**src/rtl/arb_pkg.sv**
```systemverilog
// Shared constants and state encoding for the 4-way round-robin arbiter.
package arb_pkg;
  localparam int N_REQ = 4;
  localparam int IDX_W = 2;

  typedef enum logic {
    ARB_IDLE  = 1'b0,
    ARB_GRANT = 1'b1
  } arb_state_t;
endpackage

```
**src/rtl/rr_pick4.sv**
```systemverilog
// Combinational rotating-priority picker: first eligible requester starting at ptr,
// optionally skipping one index (the current grantee).
module rr_pick4
  import arb_pkg::*;
(
  input  logic [N_REQ-1:0] req,
  input  logic [IDX_W-1:0] ptr,
  input  logic             excl_en,
  input  logic [IDX_W-1:0] excl_idx,
  output logic             any,
  output logic [IDX_W-1:0] idx
);
  logic [N_REQ-1:0]            elig;
  logic [N_REQ-1:0][IDX_W-1:0] cand;

  for (genvar k = 0; k < N_REQ; k++) begin : g_cand
    assign cand[k] = ptr + IDX_W'(k);
    assign elig[k] = req[cand[k]] && !(excl_en && (cand[k] == excl_idx));
  end

  // Walk from lowest priority upward so the nearest-to-ptr candidate wins.
  always_comb begin
    any = |elig;
    idx = ptr;
    for (int k = N_REQ - 1; k >= 0; k--) begin
      if (elig[k]) idx = cand[k];
    end
  end
endmodule

```
**src/rtl/rr_arbiter_4to2.sv**
```systemverilog
// 4-way round-robin arbiter with bounded grant hold and registered index output.
// Optional ARB_LOCK_EN adds a lock input that suppresses forced rotation.
module rr_arbiter_4to2
  import arb_pkg::*;
#(
  parameter int MAX_HOLD = 8
) (
  input  logic             clk,
  input  logic             rst_n,
  input  logic [N_REQ-1:0] req,
`ifdef ARB_LOCK_EN
  input  logic             lock,
`endif
  output logic [IDX_W-1:0] gnt_idx,
  output logic             gnt_vld,
  output logic             gnt_chg
);
  localparam int HW = $clog2(MAX_HOLD + 1);
  localparam logic [HW-1:0] HOLD_MAX = HW'(MAX_HOLD);

  arb_state_t       state_q, state_d;
  logic [IDX_W-1:0] gnt_idx_q, gnt_idx_d;
  logic             gnt_vld_q, gnt_vld_d;
  logic             gnt_chg_q, gnt_chg_d;
  logic [IDX_W-1:0] ptr_q, ptr_d;
  logic [HW-1:0]    hold_cnt_q, hold_cnt_d;

  logic             lock_w;
  logic             pick_any;
  logic [IDX_W-1:0] pick_idx;
  logic             cur_req;
  logic             in_grant;

`ifdef ARB_LOCK_EN
  assign lock_w = lock;
`else
  assign lock_w = 1'b0;
`endif

  assign in_grant = (state_q == ARB_GRANT);
  assign cur_req  = req[gnt_idx_q];

  rr_pick4 u_pick (
    .req      (req),
    .ptr      (ptr_q),
    .excl_en  (in_grant),
    .excl_idx (gnt_idx_q),
    .any      (pick_any),
    .idx      (pick_idx)
  );

  always_comb begin
    state_d    = state_q;
    gnt_idx_d  = gnt_idx_q;
    gnt_vld_d  = gnt_vld_q;
    gnt_chg_d  = 1'b0;
    ptr_d      = ptr_q;
    hold_cnt_d = hold_cnt_q;

    unique case (state_q)
      ARB_IDLE: begin
        if (pick_any) begin
          state_d    = ARB_GRANT;
          gnt_idx_d  = pick_idx;
          gnt_vld_d  = 1'b1;
          gnt_chg_d  = 1'b1;
          ptr_d      = pick_idx + IDX_W'(1);
          hold_cnt_d = HW'(1);
        end
      end
      ARB_GRANT: begin
        if (!cur_req) begin
          if (pick_any) begin
            gnt_idx_d  = pick_idx;
            gnt_chg_d  = 1'b1;
            ptr_d      = pick_idx + IDX_W'(1);
            hold_cnt_d = HW'(1);
          end else begin
            // Index is held so the decoder select stays stable while disabled.
            state_d    = ARB_IDLE;
            gnt_vld_d  = 1'b0;
            hold_cnt_d = '0;
          end
        end else if ((hold_cnt_q == HOLD_MAX) && pick_any && !lock_w) begin
          gnt_idx_d  = pick_idx;
          gnt_chg_d  = 1'b1;
          ptr_d      = pick_idx + IDX_W'(1);
          hold_cnt_d = HW'(1);
        end else if (hold_cnt_q != HOLD_MAX) begin
          hold_cnt_d = hold_cnt_q + HW'(1);
        end
      end
      default: state_d = ARB_IDLE;
    endcase
  end

  always_ff @(posedge clk) begin
    if (!rst_n) begin
      state_q    <= ARB_IDLE;
      gnt_idx_q  <= '0;
      gnt_vld_q  <= 1'b0;
      gnt_chg_q  <= 1'b0;
      ptr_q      <= '0;
      hold_cnt_q <= '0;
    end else begin
      state_q    <= state_d;
      gnt_idx_q  <= gnt_idx_d;
      gnt_vld_q  <= gnt_vld_d;
      gnt_chg_q  <= gnt_chg_d;
      ptr_q      <= ptr_d;
      hold_cnt_q <= hold_cnt_d;
    end
  end

  assign gnt_idx = gnt_idx_q;
  assign gnt_vld = gnt_vld_q;
  assign gnt_chg = gnt_chg_q;
endmodule

```
**config.mk**
```make
export PLATFORM = sky130hd
export DESIGN_NAME = rr_arbiter_4to2
export DESIGN_NICKNAME = d
export VERILOG_FILES = /design/src/rtl/arb_pkg.sv /design/src/rtl/rr_pick4.sv /design/src/rtl/rr_arbiter_4to2.sv
export SDC_FILE = /design/constraint.sdc
export NUM_CORES = 1
export LEC_CHECK = 0
export BUFFER_PORTS_ARGS = -buffer_cell sky130_fd_sc_hd__buf_4
export CORE_MARGIN = 3
export CORE_UTILIZATION = 45
export CTS_CLUSTER_SIZE = 10
export DETAILED_ROUTE_END_ITERATION = 8
export PLACE_DENSITY = 0.66
export SLEW_MARGIN = 20
export SYNTH_ARGS = -nofsm -noshare
export SYNTH_HDL_FRONTEND = slang
export SYNTH_SLANG_ARGS = --single-unit
```
**constraint.sdc**
```tcl
create_clock -name clk -period 2.3 [get_ports clk]
set_input_delay 0.115 -clock clk [delete_from_list [all_inputs] [get_ports clk]]
set_output_delay 0.115 -clock clk [all_outputs]
set_load 0.1 [all_outputs]
```
==> results of run 1 <==
state kept, by name, indices dropped and copies added (netlist names):
signal and flops:
gnt_vld 1, in_grant 1, ptr_q 2, gnt_idx 2, hold_cnt_q 4, gnt_chg 1
timing repair:
action / in CTS / in global routing
setup buffers: 2 / 3
pin swaps: 8 / 7
gates resized for setup: 18 / 11
cloned: 0 / 0
endpoints found under the setup margin: 6 / 5
per-layer routing:
metal  vias to the layer above  part of all wire [%]
li1                        519                     -
met4                         0                   3.8
met5                         -                     0
met3                        13                   5.9
met2                        52                    49
met1                       515                    41
cell usage after synthesis (3+ instances only):
master,count
nor2_1,15
nand2_1,14
dfxtp_1,11
a21oi_1,10
inv_1,9
o21ai_0,8
mux4_2,4
nand3_1,4
xor2_1,4
clkbuf_1,3
critical path, cell delays in order, from the launching register on:
cell and delay (ps):
dfxtp_4 370, mux4_2 550, o21ai_2 110, and2_4 180, buf_4 100, a311oi_1 80, o32a_1 310, or4_4 420
o311ai_2 90
power by group through the flow:
stage,combinational [mW],sequential (mW),clock (mW)
detailed placement,1.06,0.308,0
global placement,1.05,0.306,0
CTS,1.23,0.311,0.137
floorplan,0.641,0.427,0
global route,1.44,0.327,0.143
finish,1.36,0.319,0.133
cells in the final DEF, fill, tap and decap left out, types with 2 or more instances in the layout:
master      n
o2111ai_1   2
nand3_1     4
nand2b_1    2
nor3_1      2
nand2_1    12
o21ai_0     6
xor2_1      3
dfxtp_1     7
clkbuf_4    3
nor2_1     15
and3b_1     2
ha_1        2
or2_2       2
dfxtp_4     4
a311oi_1    2
buf_4      27
buf_6       2
o211ai_1    2
a21oi_1    10
inv_1       8
nand2_2     2
mux4_2      4
cells by family (layout without fill, tap and decap cells):
logic type      count (synthesis)  after routing  share of synthesized area [%]
simple gates                   47             47                           22.7
mux                             8              8                           14.9
xor+xnor                        5              5                           4.42
compound gates                 36             36                           24.9
buf+inv                        17             44                           8.33
fa+ha+maj                       2              2                           2.52
flops                          11             11                           22.2
final timing paths:
path	from	end	slack (ps)	cells after the start
max reg2reg	ptr_q[0]$_SDFFE_PN0P_	ptr_q[1]$_SDFFE_PN0P_	-3	8
min reg2reg	gnt_vld$_SDFFE_PN0P_	gnt_vld$_SDFFE_PN0P_	500	2
max	ptr_q[0]$_SDFFE_PN0P_	ptr_q[1]$_SDFFE_PN0P_	-3	8
min	rst_n	gnt_idx[0]$_SDFFE_PN0P_	130	2
cell type report:
type | count | share of cell area, %
clock buffer | 4 | 1.90
multi-input combinational | 98 | 57.3
tap | 27 | 2.45
timing repair buffer | 31 | 18.8
sequential | 11 | 17.0
inverter | 9 | 2.45
==> results.toml, run 1 <==
[detailed_routing]
first_pass_iters = 4
drc_errors = 0
vias = 1099
drt_iter0_markers = 50
via_per_inst = 6.11
wl_per_cell_um = 16.3
ant_nets = 0
wirelength_um = 2930

[clocking]
cts_max_level = 1
cts_hold_buf = 0
cts_tree = "done"
clkLatencyLatePin_ps = 270
cts_buffers = 3
path_clk_slew_ps = 70
clock-root-buffer = "clkbuf_4"
cts_buffer_depth = 2
clkSinkCount = 11

[worst_setup_path]
startpoint_type = "flop"
cp_max_fo = 3
path_class = "reg -> reg"
crit_arrival_ps = 2480
crit_required_ps = 2480
endpoint_kind = "flop"

[synth]
postSynthAreaPerCell_um2 = 7.86
synth_top_area_share_pct = 22.2
synth.largest_area_cell = "dfxtp_1"
synth.yosys.warnings = 0
synth_ff_type = "dfxtp_1"
syn_area_um2 = 991
synth.distinct_cells = 42
syn_nets = 134
synth_seq_area_share_pct = 22.2
syn_inst = 126
synthArstFlopShare_pct = 0
synth_edf_count = 0
synth_seq_cells = 11
synth_area_leaders = "dfxtp_1 (22%), mux4_2 (9.1%), nor2_1 (5.7%)"

[pwr]
power_frac_seq_pct = 17.6
p_int_mw = 0.937
sw_frac_of_total_pct = 48.1
pwr-share-clk_pct = 7.3
power_density_nw_per_um2 = 1310
leakagePower_nw = 0.573
ir_worst_vdd_mv = 0.881
combPwrFrac_pct = 75.0
power.total_mw = 1.81
p_sw_mw = 0.869

[sta]
maxSlewViolCount = 0
hold_violations = 0
tightest_slew_ps = 316
timing.hold.ws_ps = 125
setup_tns_ps = -3.28
rsz0062_at_grt = "yes"
fin_ws_ps = -3.28
setup_viol_count_final = 1
finalClockSkew_ps = 0.924
finalCritPeriodShare_pct = 100
fmax_mhz = 434
min_period_ps = 2300
max_slew_margin_pct = 78.4

[floorplan]
core_area_um2 = 2020
ios = 10
dieArea_um2 = 2800
rows = 16
die_w_um = 52.9
start_util_pct = 49.0
die_h_um = 52.9

[placement]
routabilityCongestion = 0.990
io_buffer_count = 9
place_inst = 172
dp_slack_ps = -140
hpwl_um = 2000
place_area_um2 = 1210

[global_route]
grtUsageMet1_pct = 27.6
use_met2_pct = 37.6
busiest_layer = "met2"
grt_util_met3_pct = 4.51
grt_pass1_wl_um = 4680
antenna_found_initial = 0
overflow = 0
grt_pass1_vias = 1065
grtUsageTotal_pct = 23.3
grt_max_degree = 15

[layout]
nFillCells = 149
nNetsFinal = 162
area_delta_synth_final_pct = 39.4
multi_input_comb_area_um2 = 792
register_area_um2 = 235
diodes = 0
design_area_um2 = 1380
fin_util_pct = 68.3
fin_cells = 180
final_layout_size_suffix_gt1_share_pct = 38.6

[run_status]
violations = "negative setup slack"
status = "complete, but fails checks"

[hold_path]
holdCritPathClass = "in -> reg"

[flow_run]
maxCapViolCount = 0
Note: power is estimated with default switching activity, not from simulation.
==> run 2, diff against run 1 <==
--- a/config.mk
+++ b/config.mk
@@ -5,12 +5,11 @@
 export SDC_FILE = /design/constraint.sdc
 export NUM_CORES = 1
 export LEC_CHECK = 0
-export BUFFER_PORTS_ARGS = -buffer_cell sky130_fd_sc_hd__buf_4
 export CORE_MARGIN = 3
 export CORE_UTILIZATION = 45
 export CTS_CLUSTER_SIZE = 10
 export DETAILED_ROUTE_END_ITERATION = 8
-export PLACE_DENSITY = 0.66
+export DONT_BUFFER_PORTS = 1
 export SLEW_MARGIN = 20
 export SYNTH_ARGS = -nofsm -noshare
 export SYNTH_HDL_FRONTEND = slang
==> constraint.sdc (replaced) <==
create_clock -name clk -period 2.9 [get_ports clk]
set_input_delay 0.145 -clock clk [delete_from_list [all_inputs] [get_ports clk]]
set_output_delay 0.145 -clock clk [all_outputs]
set_load 0.1 [all_outputs]
==> results.toml, run 2 (same netlist as run 1, synthesis figures left out) <==
[clocking]
post_cts_buffers = 0
path_clk_slew_ps = 70
cts_buffer_depth = 2
clkLatencyLatePin_ps = 270
clock-root-buffer = "clkbuf_4"
cts_tree = "done"
cts_max_level = 1
cts_buffers = 3
clkSinkCount = 11

[floorplan]
start_util_pct = 49.0
dieArea_um2 = 2800
core_area_um2 = 2020
ios = 10
die_h_um = 52.9
rows = 16
die_w_um = 52.9

[flow_run]
maxCapViolCount = 0

[worst_setup_path]
cp_max_fo = 10
critPathMaxStageDelay_ps = 610
crit_arrival_ps = 2810
endpoint_kind = "flop"
path_buf_inv = 0
startpoint_type = "flop"
critPathSlowestCell = "mux4_2"
crit_required_ps = 3070
worstPathCellList = "mux4_2 -> a2111o_1 -> o31ai_1 -> a311oi_1 -> o32a_1 -> or4_1 -> o311ai_1"
critPathTopFamily = "compound AO/OA/AOI/OAI gates"
path_class = "reg -> reg"

[detailed_routing]
ant_nets = 0
drt_iter0_markers = 31
met3_length_um = 140
vias = 972
routed.top_layer = "met4"
met1_length_um = 1090
wl_met2_um = 1150
wl_per_cell_um = 15.2
via_per_inst = 6.11
wirelength_um = 2410
drc_errors = 0
first_pass_iters = 5

[sta]
hold_violations = 0
rsz0062_at_grt = "no"
maxSlewViolCount = 0
setup_tns_ps = 0
setup_viol_count_final = 0
fmax_mhz = 379
min_period_ps = 2640
tightest_slew_ps = 939
finalClockSkew_ps = 1.94
finalCritPeriodShare_pct = 90.9
fin_ws_ps = 264
max_slew_margin_pct = 37.3

[placement]
dp_slack_ps = 309
hpwl_um = 1870
io_buffer_count = 0
routabilityCongestion = 0.922
place_inst = 154

[global_route]
grt_pass1_vias = 955
antenna_found_initial = 0
grt_pass1_wl_um = 4240
grt_max_degree = 12
overflow = 0
grtUsageTotal_pct = 20.4

[pwr]
p_int_mw = 0.516
combPwrFrac_pct = 64.1
power.total_mw = 1.07
sw_frac_of_total_pct = 51.6
power_frac_seq_pct = 26.1
leakagePower_nw = 0.440
p_sw_mw = 0.552
pwr-share-clk_pct = 9.7
power_density_nw_per_um2 = 986
ir_worst_vdd_mv = 0.656

[layout]
largest_register_ffs = 4
diodes = 0
area_delta_synth_final_pct = 9.34
most-common-layout-cells = "nor2_1 (15), nand2_1 (14), a21oi_1 (10)"
nFillCells = 194
final_common_cell = "nor2_1"
final_layout_size_suffix_gt1_share_pct = 17.4
multi_input_comb_area_um2 = 688
fin_cells = 159
nNetsFinal = 141
register_area_um2 = 223
largest_register = "hold_cnt_q"

[run_status]
status = "finished clean"

[hold_path]
holdCritPathClass = "in -> reg"
run 2: layout make-up:
| type | instances | share of cell area, % |
|---|---|---|
| clock buffers | 3 | 2.08 |
| well taps | 27 | 3.12 |
| inverters | 9 | 3.12 |
| clock inverters | 1 | 0.462 |
| flip-flops and latches | 11 | 20.6 |
| repair buffers | 10 | 7.16 |
| multi-input cells | 98 | 63.5 |
run 2: per-layer routing:
| layer | vias to the layer above | global-route usage [%] |
|---|---|---|
| met5 | - | 0 |
| met4 | 0 | 6.38 |
| met3 | 4 | 7.32 |
| met2 | 34 | 31.0 |
| met1 | 462 | 26.8 |
| li1 | 472 | - |
run 2: repair_timing:
item | in CTS | in global routing
endpoints found under the hold margin | 1 | 0
hold buffers | 1 | 0
resized for setup | 0 | 0
run 2: stage by stage:
stage	area (µm²)	hold WS, ps	utilization (%)
detailed placement	1050	277	51.7
CTS	1080	7.46	53.6
global route	1080	33.3	53.6
floorplan	993	271	-
global placement	1050	274	51.7
finish	1080	11.4	53.6
run 2: final timing paths:
kind | startpoint | to | slack (ps) | cells after the start
setup / recovery | ptr_q[1]$_SDFFE_PN0P_ | ptr_q[1]$_SDFFE_PN0P_ | 260 | 7
hold / removal | rst_n | hold_cnt_q[0]$_SDFFE_PN0P_ | 10 | 2
setup reg to reg | ptr_q[1]$_SDFFE_PN0P_ | ptr_q[1]$_SDFFE_PN0P_ | 260 | 7
hold reg to reg | hold_cnt_q[3]$_SDFFE_PN0P_ | hold_cnt_q[3]$_SDFFE_PN0P_ | 530 | 2
run 2: power by group through the flow:
stage | combinational [mW] | clock (mW) | sequential (mW)
2_1_floorplan | 0.483 | 0 | 0.335
3_3_place_gp | 0.670 | 0 | 0.283
3_5_place_dp | 0.672 | 0 | 0.284
4_1_cts | 0.677 | 0.107 | 0.280
5_1_grt | 0.750 | 0.115 | 0.289
6_report | 0.685 | 0.104 | 0.279
==> run 3, diff against run 2 <==
--- a/config.mk
+++ b/config.mk
@@ -10,6 +10,7 @@
 export CTS_CLUSTER_SIZE = 10
 export DETAILED_ROUTE_END_ITERATION = 8
 export DONT_BUFFER_PORTS = 1
+export RECOVER_POWER = 25
 export SLEW_MARGIN = 20
 export SYNTH_ARGS = -nofsm -noshare
 export SYNTH_HDL_FRONTEND = slang
==> results.toml, run 3 (same netlist as run 1, synthesis figures left out) <==
[run_status]
status = "finished clean"

[sta]
rsz0062_at_grt = "no"
setup_viol_count_final = 0
maxSlewViolCount = 0
tightest_slew_ps = 1230
fmax_mhz = 380
finalCritPeriodShare_pct = 90.8
fin_ws_ps = 266
min_period_ps = 2630
hold_violations = 0
finalClockSkew_ps = 1.95
max_slew_margin_pct = 17.8
setup_tns_ps = 0

[clocking]
cts_buffer_depth = 2
cts_hold_buf = 1
cts_max_level = 1
clock-root-buffer = "clkbuf_4"
path_clk_slew_ps = 70
cts_buffers = 3
ctsResizeCount = 0
cts_tree = "done"
clkSinkCount = 11
post_cts_buffers = 0
clkLatencyLatePin_ps = 270

[layout]
area_delta_synth_final_pct = 8.59
largest_register_ffs = 4
largest_register = "hold_cnt_q"
most-common-layout-cells = "nor2_1 (15), nand2_1 (14), a21oi_1 (10)"
diodes = 0
final_layout_size_suffix_gt1_share_pct = 15.9
nNetsFinal = 141
final_common_cell = "nor2_1"

[detailed_routing]
first_pass_iters = 4
wirelength_um = 2390
drt_iter0_markers = 31
vias = 957
via_per_inst = 6.02
ant_nets = 0
drc_errors = 0
wl_per_cell_um = 15.0

[worst_setup_path]
endpoint_kind = "flop"
path_class = "reg -> reg"
cp_max_fo = 10
crit_arrival_ps = 2810
crit_required_ps = 3070
startpoint_type = "flop"

[floorplan]
die_w_um = 52.9
dieArea_um2 = 2800
die_h_um = 52.9
rows = 16
start_util_pct = 49.0
ios = 10
core_area_um2 = 2020

[global_route]
grt_max_degree = 12
grt_pass1_wl_um = 4240
overflow = 0
antenna_found_initial = 0
grtUsageTotal_pct = 20.4
grt_pass1_vias = 955

[pwr]
leakagePower_nw = 0.432
p_int_mw = 0.510
p_sw_mw = 0.550
power_density_nw_per_um2 = 985
power_frac_seq_pct = 26.3
ir_worst_vdd_mv = 0.654
sw_frac_of_total_pct = 51.9
combPwrFrac_pct = 63.9
pwr-share-clk_pct = 9.8

[placement]
routabilityCongestion = 0.922
io_buffer_count = 0
dp_slack_ps = 309
hpwl_um = 1870

[flow_run]
maxCapViolCount = 0

[hold_path]
holdCritPathClass = "in -> reg"
run 3: path summary, 6_finish.rpt:
| check | cells after the start | slack [ps] | to | startpoint |
|---|---|---|---|---|
| hold / removal | 2 | 10 | hold_cnt_q[0]$_SDFFE_PN0P_ | rst_n |
| setup reg to reg | 7 | 270 | ptr_q[1]$_SDFFE_PN0P_ | ptr_q[1]$_SDFFE_PN0P_ |
| setup / recovery | 7 | 270 | ptr_q[1]$_SDFFE_PN0P_ | ptr_q[1]$_SDFFE_PN0P_ |
| hold reg to reg | 2 | 530 | hold_cnt_q[3]$_SDFFE_PN0P_ | hold_cnt_q[3]$_SDFFE_PN0P_ |
run 3: worst max-delay path, stage by stage (launching register included):
cell      delay (ps)
dfxtp_1          560
mux4_2           610
a2111o_1         310
o31ai_1           90
a311oi_1         100
o32a_1           350
or4_1            410
o311ai_1         100
run 3: through the flow:
stage               hold WS [ps]  cells  area [µm²]  utilization, %  power [mW]
floorplan                    271    126         993               -       0.818
global placement             274    154        1050            51.7       0.953
detailed placement           277    154        1050            51.7       0.956
CTS                         7.46    159        1080            53.6        1.06
global route                33.3    159        1080            53.2        1.15
finish                      11.4    159        1080            53.2        1.06
run 3: power groups by stage:
stage | Clock [mW] | Sequential [mW] | Combinational [mW]
floorplan | 0 | 0.335 | 0.483
global placement | 0 | 0.283 | 0.670
detailed placement | 0 | 0.284 | 0.672
CTS | 0.107 | 0.280 | 0.677
global route | 0.115 | 0.289 | 0.744
finish | 0.104 | 0.279 | 0.677
run 3: layer usage:
metal,vias to the layer above,wire [µm],part of all wire (%),track usage [%]
met3,2,116,4.9,7.32
met4,0,15,0.63,6.38
met2,25,1160,48,31.0
met1,458,1100,46,26.8
met5,-,0,0,0
li1,472,-,-,-
run 3: cell type report:
cell class	instances	area (µm²)
Clock buffer	3	22.5
Clock inverter	1	5.00
Fill cell	195	946
Inverter	9	33.8
Multi-Input combinational cell	98	688
Sequential cell	11	223
Tap cell	27	33.8
Timing Repair Buffer	10	70.1
